<file path="config.mk">
export PLATFORM = sky130hd
export DESIGN_NAME = sram_rd_ctrl_flat
export DESIGN_NICKNAME = d
export VERILOG_FILES = /design/src/rtl/sw_pkg.sv /design/src/rtl/sram_rd_ctrl_if.sv /design/src/rtl/sram_rd_fifo.sv /design/src/rtl/sram_rd_ctrl.sv /design/src/flat_wrapper.sv
export SDC_FILE = /design/constraint.sdc
export NUM_CORES = 1
export LEC_CHECK = 0
export ABC_AREA = 1
export CAP_MARGIN = 20
export CORE_ASPECT_RATIO = 0.9
export CORE_MARGIN = 2
export CORE_UTILIZATION = 30
export DETAILED_ROUTE_END_ITERATION = 8
export SLEW_MARGIN = 20
export SYNTH_ARGS = -nofsm -noshare
export SYNTH_HDL_FRONTEND = slang
export SYNTH_SLANG_ARGS = --single-unit
</file>
<file path="constraint.sdc">
create_clock -name clk -period 2.51 [get_ports clk]
set_clock_uncertainty 0.15 [all_clocks]
set_input_delay 0.502 -clock clk [delete_from_list [all_inputs] [get_ports clk]]
set_output_delay 0.502 -clock clk [all_outputs]
set_load 0.02 [all_outputs]
</file>
<file path="src/rtl/sw_pkg.sv">
// Shared definitions for the packet-buffer SRAM read path: widths, FSM encoding
// and the EOP empty-byte helper.
package sw_pkg;
  localparam int SRAM_ADDR_W    = 14;
  localparam int SRAM_DATA_W    = 32;
  localparam int BYTES_PER_WORD = 4;
  localparam int DESC_ADDR_W    = SRAM_ADDR_W;
  localparam int DESC_LEN_W     = 12;
  localparam int EMPTY_W        = 2;

  typedef enum logic [1:0] {
    ST_IDLE  = 2'd0,
    ST_READ  = 2'd1,
    ST_DRAIN = 2'd2
  } rd_state_e;

  // Unused high-order bytes in the final word: (4 - len[1:0]) mod 4.
  function automatic logic [EMPTY_W-1:0] last_word_empty(input logic [1:0] len_lsb);
    return 2'd0 - len_lsb;
  endfunction
endpackage

</file>
<file path="src/rtl/sram_rd_ctrl_if.sv">
// Descriptor, SRAM port-B and egress stream signals of the read controller.
// Handshakes: a transfer happens in a cycle where valid & ready are both 1;
// valid never waits on ready, and payload holds while valid=1 and ready=0.
interface sram_rd_ctrl_if import sw_pkg::*; #(
  parameter int ADDR_W = SRAM_ADDR_W,
  parameter int DATA_W = SRAM_DATA_W,
  parameter int LEN_W  = DESC_LEN_W
);
  logic              desc_valid;
  logic              desc_ready;
  logic [ADDR_W-1:0] desc_addr;
  logic [LEN_W-1:0]  desc_len;
  logic              cen_b;
  logic              wen_b;
  logic [DATA_W-1:0] bwen_b;
  logic [ADDR_W-1:0] addr_b;
  logic [DATA_W-1:0] wdata_b;
  logic [DATA_W-1:0] rdata_b;
  logic              data_valid;
  logic              data_ready;
  logic [DATA_W-1:0] data;
  logic              sop;
  logic              eop;
  logic [1:0]        empty;
  logic              done;
  logic              desc_err;

  modport master (
    input  desc_valid, desc_addr, desc_len, rdata_b, data_ready,
    output desc_ready, cen_b, wen_b, bwen_b, addr_b, wdata_b,
           data_valid, data, sop, eop, empty, done, desc_err
  );

  modport slave (
    output desc_valid, desc_addr, desc_len, rdata_b, data_ready,
    input  desc_ready, cen_b, wen_b, bwen_b, addr_b, wdata_b,
           data_valid, data, sop, eop, empty, done, desc_err
  );
endinterface

</file>
<file path="src/rtl/sram_rd_fifo.sv">
// First-word-fall-through FIFO holding returned SRAM words with their tags;
// the occupancy count feeds the read-issue credit check.
module sram_rd_fifo #(
  parameter int DEPTH = 4,
  parameter int WIDTH = 36
) (
  input  logic                     clk,
  input  logic                     rst_n,
  input  logic                     push,
  input  logic [WIDTH-1:0]         push_data,
  input  logic                     pop,
  output logic [WIDTH-1:0]         pop_data,
  output logic                     empty,
  output logic [$clog2(DEPTH):0]   count
);
  localparam int AW = $clog2(DEPTH);

  logic [WIDTH-1:0] mem [DEPTH];
  logic [AW-1:0]    wr_ptr;
  logic [AW-1:0]    rd_ptr;
  logic             do_pop;

  assign empty    = (count == '0);
  assign do_pop   = pop && !empty;
  assign pop_data = mem[rd_ptr];

  always_ff @(posedge clk or negedge rst_n) begin
    if (!rst_n) begin
      wr_ptr <= '0;
      rd_ptr <= '0;
      count  <= '0;
    end else begin
      if (push)   wr_ptr <= wr_ptr + 1'b1;
      if (do_pop) rd_ptr <= rd_ptr + 1'b1;
      case ({push, do_pop})
        2'b10:   count <= count + 1'b1;
        2'b01:   count <= count - 1'b1;
        default: count <= count;
      endcase
    end
  end

  always_ff @(posedge clk) begin
    if (push) mem[wr_ptr] <= push_data;
  end

  // The issuing side reserves a slot before each read, so a push into a full FIFO is a bug.
  assert property (@(posedge clk) disable iff (!rst_n)
    !(push && !do_pop && (count == (AW+1)'(DEPTH))));
endmodule

</file>
<file path="src/rtl/sram_rd_ctrl.sv">
// Packet-buffer read initiator: turns a frame descriptor into sequential port-B
// reads and streams the words out with SOP/EOP/empty marking under backpressure.
module sram_rd_ctrl import sw_pkg::*; #(
  parameter int ADDR_W     = SRAM_ADDR_W,
  parameter int DATA_W     = SRAM_DATA_W,
  parameter int LEN_W      = DESC_LEN_W,
  parameter int FIFO_DEPTH = 4
) (
  input  logic      clk,
  input  logic      rst_n,
  sram_rd_ctrl_if.master bus,
  output rd_state_e state_dbg
);
  localparam int WC_W    = LEN_W - 1;
  localparam int CNT_W   = $clog2(FIFO_DEPTH) + 1;
  localparam int ENTRY_W = DATA_W + 4;

  rd_state_e         state, state_nxt;
  logic [ADDR_W-1:0] cur_addr;
  logic [WC_W-1:0]   words, idx, words_in;
  logic [LEN_W:0]    len_round;
  logic [1:0]        empty_last;
  logic              pend, pend_sop, pend_eop;
  logic [1:0]        pend_empty;
  logic              desc_err_q;
  logic              accept, issue, last_issue, desc_ready, done;
  logic [CNT_W-1:0]  fifo_count;
  logic              fifo_empty;
  logic [ENTRY_W-1:0] head;

  assign len_round  = {1'b0, bus.desc_len} + (LEN_W+1)'(BYTES_PER_WORD - 1);
  assign words_in   = len_round[LEN_W:2];
  assign accept     = bus.desc_valid && desc_ready;
  assign last_issue = (idx == words - 1'b1);
  // A slot is reserved per issued read, counting the one still in flight.
  assign issue      = (state == ST_READ) && ((int'(fifo_count) + int'(pend)) < FIFO_DEPTH);

  always_ff @(posedge clk or negedge rst_n) begin
    if (!rst_n) state <= ST_IDLE;
    else        state <= state_nxt;
  end

  always_comb begin
    state_nxt  = state;
    desc_ready = 1'b0;
    done       = 1'b0;
    case (state)
      ST_IDLE: begin
        desc_ready = 1'b1;
        if (bus.desc_valid && (bus.desc_len != '0)) state_nxt = ST_READ;
      end
      ST_READ: begin
        if (issue && last_issue) state_nxt = ST_DRAIN;
      end
      ST_DRAIN: begin
        if (!pend && fifo_empty) begin
          done      = 1'b1;
          state_nxt = ST_IDLE;
        end
      end
      default: state_nxt = ST_IDLE;
    endcase
  end

  always_ff @(posedge clk or negedge rst_n) begin
    if (!rst_n) begin
      cur_addr   <= '0;
      words      <= '0;
      idx        <= '0;
      empty_last <= '0;
      pend       <= 1'b0;
      pend_sop   <= 1'b0;
      pend_eop   <= 1'b0;
      pend_empty <= '0;
      desc_err_q <= 1'b0;
    end else begin
      desc_err_q <= accept && (bus.desc_len == '0);
      pend       <= issue;
      if (accept && (bus.desc_len != '0)) begin
        cur_addr   <= bus.desc_addr;
        words      <= words_in;
        idx        <= '0;
        empty_last <= last_word_empty(bus.desc_len[1:0]);
      end
      if (issue) begin
        cur_addr   <= cur_addr + 1'b1;
        idx        <= idx + 1'b1;
        pend_sop   <= (idx == '0);
        pend_eop   <= last_issue;
        pend_empty <= last_issue ? empty_last : 2'd0;
      end
    end
  end

  sram_rd_fifo #(.DEPTH(FIFO_DEPTH), .WIDTH(ENTRY_W)) u_fifo (
    .clk       (clk),
    .rst_n     (rst_n),
    .push      (pend),
    .push_data ({bus.rdata_b, pend_sop, pend_eop, pend_empty}),
    .pop       (bus.data_valid && bus.data_ready),
    .pop_data  (head),
    .empty     (fifo_empty),
    .count     (fifo_count)
  );

  assign bus.desc_ready = desc_ready;
  assign bus.cen_b      = !issue;
  assign bus.wen_b      = 1'b1;
  assign bus.bwen_b     = '1;
  assign bus.addr_b     = cur_addr;
  assign bus.wdata_b    = '0;
  assign bus.data_valid = !fifo_empty;
  assign bus.data       = head[ENTRY_W-1:4];
  assign bus.sop        = head[3];
  assign bus.eop        = head[2];
  assign bus.empty      = head[1:0];
  assign bus.done       = done;
  assign bus.desc_err   = desc_err_q;
  assign state_dbg      = state;
endmodule

</file>
<file path="src/flat_wrapper.sv">
// flat-port wrapper written by rule: the top's interface ports become plain ports
module sram_rd_ctrl_flat import sw_pkg::*;
#(
  parameter int ADDR_W     = SRAM_ADDR_W,
  parameter int DATA_W     = SRAM_DATA_W,
  parameter int LEN_W      = DESC_LEN_W,
  parameter int FIFO_DEPTH = 4
)
  (clk, rst_n, state_dbg, bus_desc_valid, bus_desc_addr, bus_desc_len, bus_rdata_b, bus_data_ready, bus_desc_ready, bus_cen_b, bus_wen_b, bus_bwen_b, bus_addr_b, bus_wdata_b, bus_data_valid, bus_data, bus_sop, bus_eop, bus_empty, bus_done, bus_desc_err);
  sram_rd_ctrl_if #(.ADDR_W(ADDR_W), .DATA_W(DATA_W), .LEN_W(LEN_W)) bus_i ();
  input  logic clk;
  input  logic rst_n;
  output rd_state_e state_dbg;
  input wire logic [$bits(bus_i.desc_valid)-1:0] bus_desc_valid;
  input wire logic [$bits(bus_i.desc_addr)-1:0] bus_desc_addr;
  input wire logic [$bits(bus_i.desc_len)-1:0] bus_desc_len;
  input wire logic [$bits(bus_i.rdata_b)-1:0] bus_rdata_b;
  input wire logic [$bits(bus_i.data_ready)-1:0] bus_data_ready;
  output wire logic [$bits(bus_i.desc_ready)-1:0] bus_desc_ready;
  output wire logic [$bits(bus_i.cen_b)-1:0] bus_cen_b;
  output wire logic [$bits(bus_i.wen_b)-1:0] bus_wen_b;
  output wire logic [$bits(bus_i.bwen_b)-1:0] bus_bwen_b;
  output wire logic [$bits(bus_i.addr_b)-1:0] bus_addr_b;
  output wire logic [$bits(bus_i.wdata_b)-1:0] bus_wdata_b;
  output wire logic [$bits(bus_i.data_valid)-1:0] bus_data_valid;
  output wire logic [$bits(bus_i.data)-1:0] bus_data;
  output wire logic [$bits(bus_i.sop)-1:0] bus_sop;
  output wire logic [$bits(bus_i.eop)-1:0] bus_eop;
  output wire logic [$bits(bus_i.empty)-1:0] bus_empty;
  output wire logic [$bits(bus_i.done)-1:0] bus_done;
  output wire logic [$bits(bus_i.desc_err)-1:0] bus_desc_err;
  assign bus_i.desc_valid = bus_desc_valid;
  assign bus_i.desc_addr = bus_desc_addr;
  assign bus_i.desc_len = bus_desc_len;
  assign bus_i.rdata_b = bus_rdata_b;
  assign bus_i.data_ready = bus_data_ready;
  assign bus_desc_ready = bus_i.desc_ready;
  assign bus_cen_b = bus_i.cen_b;
  assign bus_wen_b = bus_i.wen_b;
  assign bus_bwen_b = bus_i.bwen_b;
  assign bus_addr_b = bus_i.addr_b;
  assign bus_wdata_b = bus_i.wdata_b;
  assign bus_data_valid = bus_i.data_valid;
  assign bus_data = bus_i.data;
  assign bus_sop = bus_i.sop;
  assign bus_eop = bus_i.eop;
  assign bus_empty = bus_i.empty;
  assign bus_done = bus_i.done;
  assign bus_desc_err = bus_i.desc_err;
  sram_rd_ctrl #(.ADDR_W(ADDR_W), .DATA_W(DATA_W), .LEN_W(LEN_W), .FIFO_DEPTH(FIFO_DEPTH)) u_core (.clk(clk), .rst_n(rst_n), .bus(bus_i), .state_dbg(state_dbg));
endmodule
</file>
# Word-level counts from Yosys, hierarchy flattened
# Memories as Yosys holds them, arrays and structs flattened.
# Cells that the tools add are included.
# totals
regBits	53
n_memories	1
mem_bits_rw	144
word_cells	68
in_bits	62
# classes
n_reduce_logical	20
n_lt_le_gt_ge	1
eq_ne	8
add_sub_neg	10
n_mux	15
# mem_list
name	words	width	rd	rd_clocked_by_memory_dff	write_ports	line_no	text
u_core.u_fifo.mem	4	36	1	0	1	sram_rd_fifo.sv:18	logic [WIDTH-1:0] mem [DEPTH];
# op_table
cell	count
$lt 32x4->1 const B	1
$mux 14	2
$mux 11	2
$add 14x1->14 const B	1
$add 12x2->13 const B	1
$logic_not 12->1	1
$reduce_bool 12->1	1
$add 11x1->11 const B	1
$eq 11x11->1	1
$logic_not 11->1	1
$sub 11x1->11 const B	1
$logic_and 1x1->1	9
$mux 2	4
$pmux 2 s3	1
$pmux 3 s2	1
$mux 1	5
$add 2x1->2 const B	2
$add 3x1->4	1
$eq 2x1->1 const B	2
$eq 2x2->1 const B	2
$ne 2x1->1 const B	2
$reduce_bool 2->1	2
$add 3x1->3 const B	1
$logic_not 1->1	3
6 further kinds	6

# Longest topological paths before layout
# Gate-level depths: netlist of run 1.
# depth
depth_word	6
mapped_depth	14

# Cells and area by module
# A second synthesis of run 1 with hierarchy kept.
# unflattened
hier_cells	990
area_unflattened_um2	9938.3
# modules_own_cells
module	area_each_um2	instances	cells_per_inst
sram_rd_fifo	6289.8	1	476
sram_rd_ctrl	3648.5	1	514

# Worst setup path before layout of run 1
# Ideal clock, no wire load.
# synth_timing
kind	register -> output
from	register u_core.u_fifo.rd_ptr[0]
to	output port bus_data[10]
t_required_ns	1.858
slack_ns	0.474
arrival_ns	1.384
n_path_buf	2
path_stages_with_launch	6
cell_sequence	dfrtp_1 -> clkbuf_1 -> inv_2 -> clkbuf_1 -> nor2_1 -> o22ai_1
# synth_via
elab_chain_len	1
# synth_lines
element	line_no	text
start: declaration	sram_rd_fifo.sv:20	logic [AW-1:0] rd_ptr;
start signal: assignment	sram_rd_fifo.sv:34	if (do_pop) rd_ptr <= rd_ptr + 1'b1;
$mem_v2 4x36	-	
end: declaration	flat_wrapper.sv:26	output wire logic [$bits(bus_i.data)-1:0] bus_data;
# Every way passes these cells.

# Worst setup path in the final report of run 1
# layout_timing
from	register u_core.u_fifo.rd_ptr[0]
to	output port bus_data[2]
# The elaborated chain is that of the path after synthesis.

==> results.py, run 1 <==
metrics = {
    "global_routing": {
        "grt_max_degree": 54,
        "grt_usage_pct": 13.1,
        "grt_antenna_before_repair": 1,
        "grt-ovfl-total": 0,
        "grt_pass1_wl_mm": 33.1,
        "first_global_vias": 6049,
    },
    "power_and_ir_drop": {
        "p_leak_nw": 4.52,
        "powerDensity_mw_per_mm2": 1120,
        "switching_share_pct": 38.3,
        "switchingPower_w": 0.00494,
        "p_total_w": 0.0129,
        "ir_worst_vdd_uv": 579,
        "combPwrFrac_pct": 40.1,
        "p_int_w": 0.00795,
        "pwr-share-seq_pct": 36.5,
        "clkPwrFrac_pct": 23.3,
    },
    "synth": {
        "yosysUniqueCellTypes": 42,
        "ys_seq_elements": 197,
        "syn_area_per_cell_um2": 10.4,
        "synthTopCellsByArea": "edfxtp_1, dfrtp_1, nand2_1",
        "ys_warn_count": 0,
        "yosysTopAreaCellShare_pct": 46.7,
        "yosysTopAreaCell": "edfxtp_1",
        "syn_area_mm2": 0.00926,
        "synth_seq_area_share_pct": 61.0,
        "synthCells": 894,
    },
    "layout": {
        "design_area_mm2": 0.0115,
        "drive_gt1_share_pct": 12.4,
        "syn_to_final_growth_pct": 24.0,
        "layout_commonest_cell": "edfxtp_1",
        "final_cells": 1446,
        "n_antenna_cell": 0,
        "layout_common_cells": "edfxtp_1, nand2_1, nor2_1",
        "finalNetCount": 1097,
    },
    "place": {
        "dpl-instance-area_mm2": 0.0109,
        "port_buffers": 118,
        "place_congestion": 0.855,
        "dp_slack_ns": 0.0739,
        "dpl.cell_count": 1411,
        "hpwl_mm": 14.1,
    },
    "clocking": {
        "clockRootBuffer": "clkbuf_16",
        "clock-sinks": 197,
        "clkTransAtPathRegs_ns": 0.07,
        "tritoncts": "yes",
        "clk-insertion-delay-late_ns": 0.43,
        "cts_buffer_depth": 2,
        "cts_htree_levels": 4,
        "numCtsBuffers": 17,
    },
    "critical_path": {
        "arrival_ns": 1.79,
        "path_class": "reg -> out",
        "required_ns": 1.86,
        "cp_max_fo": 25,
        "cp-start-kind": "flop",
        "endpoint_kind": "output port",
    },
    "routing": {
        "drt_iter0_markers": 383,
        "routedWlPerCell_um": 14.9,
        "wl_mm": 21.6,
        "drc": 0,
        "firstDrtPassIters": 5,
        "vias": 6472,
        "routed_via_density": 4.48,
        "antenna_left": 0,
    },
    "run_status": {
        "run_status": "finished, final reports clean",
    },
    "timing": {
        "fin_ws_ns": 0.0683,
        "post-route-min-period_ns": 2.44,
        "rsz0062_at_grt": "true",
        "finalHoldViolCount": 0,
        "slew_violations": 0,
        "finalSetupTns_ns": 0,
        "finalSetupViolCount": 0,
        "min_period_over_period_pct": 97.3,
        "fmax_mhz": 410,
    },
    "floorplanning": {
        "coreArea_mm2": 0.0306,
        "row_count": 61,
        "initial_core_util_pct": 30.3,
        "dieArea_mm2": 0.0323,
        "die_y_um": 171,
        "io_pins": 184,
        "die_x_um": 189,
    },
    "flow_run": {
        "maxCapViolCount": 0,
    },
    "hold_path": {
        "hold_path.class": "reg -> reg",
    },
}
==> final cells by class <==
cell class	instances	area (µm²)
inverter	72	270
multi-input combinational	591	2950
timing repair buffer	145	1440
sequential	197	5650
clock buffer	19	443
clock inverter	13	221
tap	409	512
fill	3031	19100
==> worst max-delay path: stages, from the launching register on <==
cell             delay [ns]
dfrtp_2                0.43
buf_4                  0.16
clkbuf_16              0.20
o21ai_0                0.18
o22ai_1                0.10
clkdlybuf4s15_1        0.29
==> sequential cells by signal (all words and copies together), names as in the netlist <==
register	flops
u_core.u_fifo.count	3
u_core.pend_sop	1
u_core.u_fifo.rd_ptr	2
u_core.u_fifo.mem	144
u_core.pend_empty	2
u_core.words	11
u_core.idx	11
u_core.state_dbg	2
u_core.bus.addr_b	14
u_core.u_fifo.wr_ptr	2
u_core.pend_eop	1
u_core.bus.desc_err	1
u_core.pend	1
u_core.empty_last	2
==> metrics by stage <==
step / utilization (%) / hold WS [ns]
6_report: 37.5 / 0.336
4_1_cts: 37.7 / 0.340
2_1_floorplan: - / 0.0564
3_5_place_dp: 35.5 / 0.322
3_3_place_gp: 35.5 / 0.311
5_1_grt: 37.5 / 0.389
==> power groups by stage <==
| stage | registers, W | clock network, W | logic [W] |
|---|---|---|---|
| 2_1_floorplan | 0.00478 | 0 | 0.00305 |
| 3_3_place_gp | 0.00476 | 0 | 0.00542 |
| 3_5_place_dp | 0.00477 | 0 | 0.00550 |
| 4_1_cts | 0.00470 | 0.00309 | 0.00524 |
| 5_1_grt | 0.00479 | 0.00321 | 0.00567 |
| 6_report | 0.00471 | 0.00301 | 0.00517 |
==> Yosys cell counts (all sizes together) <==
cell type	n
nor3	6
inv	72
a21oi	7
buf	76
nand3b	3
o41ai	1
nand4	10
nor2	114
clkbuf	21
a31oi	1
nor4	4
fa	1
o21bai	1
xor2	7
nand2	143
nor3b	1
xnor2	7
conb	2
or2	4
edfxtp	144
o22ai	39
o31ai	1
dfrtp	53
nand3	60
ha	10
o21ai	106
==> routing by layer <==
| metal | GRT usage [%] | wire (µm) |
|---|---|---|
| met1 | 17.1 | 9960 |
| met2 | 22.3 | 10300 |
| met3 | 2.97 | 1180 |
| met4 | 3.13 | 134 |
| met5 | 0 | 13 |
==> final timing paths <==
kind	start	endpoint	slack, ns	depth (start not counted)
setup / recovery	u_core.u_fifo.rd_ptr[0]	bus_data[2]	0.07	5
hold / removal	u_core.empty_last[1]	u_core.pend_empty[1]	0.34	2
setup reg to reg	u_core.words[0]	u_core.state_dbg[1]	0.38	13
hold reg to reg	u_core.empty_last[1]	u_core.pend_empty[1]	0.34	2
max in group asynchronous	rst_n	u_core.u_fifo.rd_ptr[0]	1.50	3
min in group asynchronous	rst_n	u_core.bus.addr_b[4]	0.44	3
==> logic make-up (layout without fill, tap and decap cells) <==
family          Yosys count  count (layout)  share of synthesized area, %
buf+inv                 169             249                          9.74
xor+xnor                 14              14                          1.32
simple gates            345             345                          16.8
flops                   197             197                          61.0
fa+ha+maj                11              11                          1.57
compound gates          156             156                          9.51
other cells               2              65                        0.0811
==> what timing repair did <==
action,4_1_cts,5_1_grt
gates resized for setup,69,39
endpoints found under the hold margin,53,0
pin swaps,0,1
hold buffers,1,0
setup buffers,0,1
gates cloned,0,1
setup endpoints to repair,38,31
Power figures use the tool's default switching activity.
==> run 2, diff against run 1 <==
--- a/config.mk
+++ b/config.mk
@@ -11,6 +11,7 @@
 export CORE_MARGIN = 2
 export CORE_UTILIZATION = 30
 export DETAILED_ROUTE_END_ITERATION = 8
+export SETUP_SLACK_MARGIN = 0.1
 export SLEW_MARGIN = 20
 export SYNTH_ARGS = -nofsm -noshare
 export SYNTH_HDL_FRONTEND = slang
==> results.py, run 2 (synthesis gave the netlist of run 1 again) <==
metrics = {
    "run_status": {
        "run_status": "finished, final reports clean",
    },
    "routing": {
        "routedWlPerCell_um": 15.2,
        "vias": 6495,
        "firstDrtPassIters": 4,
        "wl_mm": 22.2,
        "routed_via_density": 4.47,
        "antenna_left": 0,
        "drt_iter0_markers": 414,
        "drc": 0,
    },
    "hold_path": {
        "hold_path.class": "reg -> reg",
        "min_path_cells": 2,
        "holdPathEnd": "u_core.pend_empty[1]",
        "hp-start": "u_core.empty_last[1]",
    },
    "place": {
        "port_buffers": 118,
        "dpl-instance-area_mm2": 0.0109,
        "dp_slack_ns": 0.0739,
        "place_congestion": 0.855,
        "hpwl_mm": 14.1,
    },
    "floorplanning": {
        "coreArea_mm2": 0.0306,
        "initial_core_util_pct": 30.3,
        "io_pins": 184,
        "die_y_um": 171,
        "dieArea_mm2": 0.0323,
        "row_count": 61,
        "die_x_um": 189,
    },
    "layout": {
        "largest_register": "u_core.u_fifo.mem",
        "largest_reg_flops": 144,
        "design_area_mm2": 0.0115,
        "finalNetCount": 1104,
        "layout_common_cells": "edfxtp_1, nand2_1, nor2_1",
        "layout_commonest_cell": "edfxtp_1",
        "n_antenna_cell": 0,
        "final_util_pct": 37.7,
        "drive_gt1_share_pct": 14.3,
        "syn_to_final_growth_pct": 24.7,
    },
    "global_routing": {
        "first_global_vias": 6124,
        "grt_pass1_wl_mm": 33.9,
        "grt_max_degree": 54,
        "grt_antenna_before_repair": 1,
        "grt-ovfl-total": 0,
        "grt_usage_pct": 13.5,
    },
    "clocking": {
        "numCtsBuffers": 17,
        "clkTransAtPathRegs_ns": 0.07,
        "clockRootBuffer": "clkbuf_16",
        "clock-sinks": 197,
        "cts_htree_levels": 4,
        "tritoncts": "yes",
        "clk-insertion-delay-late_ns": 0.43,
        "cts_buffer_depth": 2,
    },
    "critical_path": {
        "cp_top_family": "buffers and inverters",
        "crit_buf_inv": 3,
        "r2r_slack_ns": 0.37,
        "cp-start-kind": "flop",
        "cpPeakStageDelay_ns": 0.47,
        "worstPathCellList": "inv_4, buf_12, o21ai_0, o22ai_1, buf_4",
        "arrival_ns": 1.74,
        "r2r-end": "u_core.state_dbg[1]",
        "r2r_cells": 13,
        "path_class": "reg -> out",
        "endpoint_kind": "output port",
        "r2r_start": "u_core.words[0]",
        "cp_max_fo": 26,
        "cpMaxStageDelayCell": "dfrtp_2",
        "required_ns": 1.86,
    },
    "flow_run": {
        "maxCapViolCount": 0,
    },
    "timing": {
        "fmax_mhz": 419,
        "finalHoldViolCount": 0,
        "slew_violations": 0,
        "min_period_over_period_pct": 95.1,
        "post-route-min-period_ns": 2.39,
        "finalSetupTns_ns": 0,
        "finalSetupViolCount": 0,
        "fin_ws_ns": 0.122,
        "rsz0062_at_grt": "true",
    },
    "power_and_ir_drop": {
        "powerDensity_mw_per_mm2": 1140,
        "p_leak_nw": 4.57,
        "p_total_w": 0.0131,
        "ir_worst_vdd_uv": 583,
    },
}
-- run 2: metal layers --
metal / vias up / track usage, % / routed length (µm)
met5: - / 0 / 13
met4: 2 / 3.26 / 148
met3: 12 / 2.99 / 1260
met2: 173 / 23.0 / 10600
met1: 3090 / 17.6 / 10100
li1: 3218 / - / -
-- run 2: worst max path at each step --
stage,cells after the start,slack (ns),end,startpoint
4_1_cts,4,0.01,bus_data[27],u_core.u_fifo.rd_ptr[0]
3_5_place_dp,9,0.07,u_core.u_fifo.count[2],bus_data_ready
2_1_floorplan,5,0.47,bus_data[10],u_core.u_fifo.rd_ptr[0]
5_1_grt,5,0.05,bus_eop,u_core.u_fifo.rd_ptr[0]
6_report,5,0.12,bus_eop,u_core.u_fifo.rd_ptr[0]
3_3_place_gp,9,0.04,u_core.u_fifo.count[2],bus_data_ready
-- run 2: area by class of cell --
cell class                      count  area (µm²)
Multi-Input combinational cell    591        2960
Inverter                           72         273
Clock inverter                     13         221
Fill cell                        3031       19100
Clock buffer                       19         443
Timing Repair Buffer              152        1490
Sequential cell                   197        5650
Tap cell                          409         512
-- run 2: per-stage QoR --
stage / hold WS (ns) / instances
global route: 0.389 / 1453
finish: 0.336 / 1453
CTS: 0.340 / 1446
global placement: 0.311 / 1411
floorplan: 0.0564 / 957
detailed placement: 0.322 / 1411
-- run 2: report_power, final --
part	internal [W]	switching, W
Sequential	0.00437	0.000350
Clock	0.00174	0.00127
Combinational	0.00197	0.00342
Total	0.00808	0.00504
-- run 2: worst min-delay path: cells and delay by family (launching register included) --
family / cells / cell delay [ns]
DFF: 1 / 0.35
and+or+nand+nor: 2 / 0.11
-- run 2: repair_timing --
| action | in CTS | in global routing |
|---|---|---|
| setup buffers | 0 | 5 |
| pin swaps | 3 | 3 |
| cloned | 2 | 2 |
| endpoints found under the hold margin | 53 | 0 |
| hold buffers | 1 | 0 |
| setup endpoints to repair | 39 | 27 |
| resized for setup | 137 | 36 |
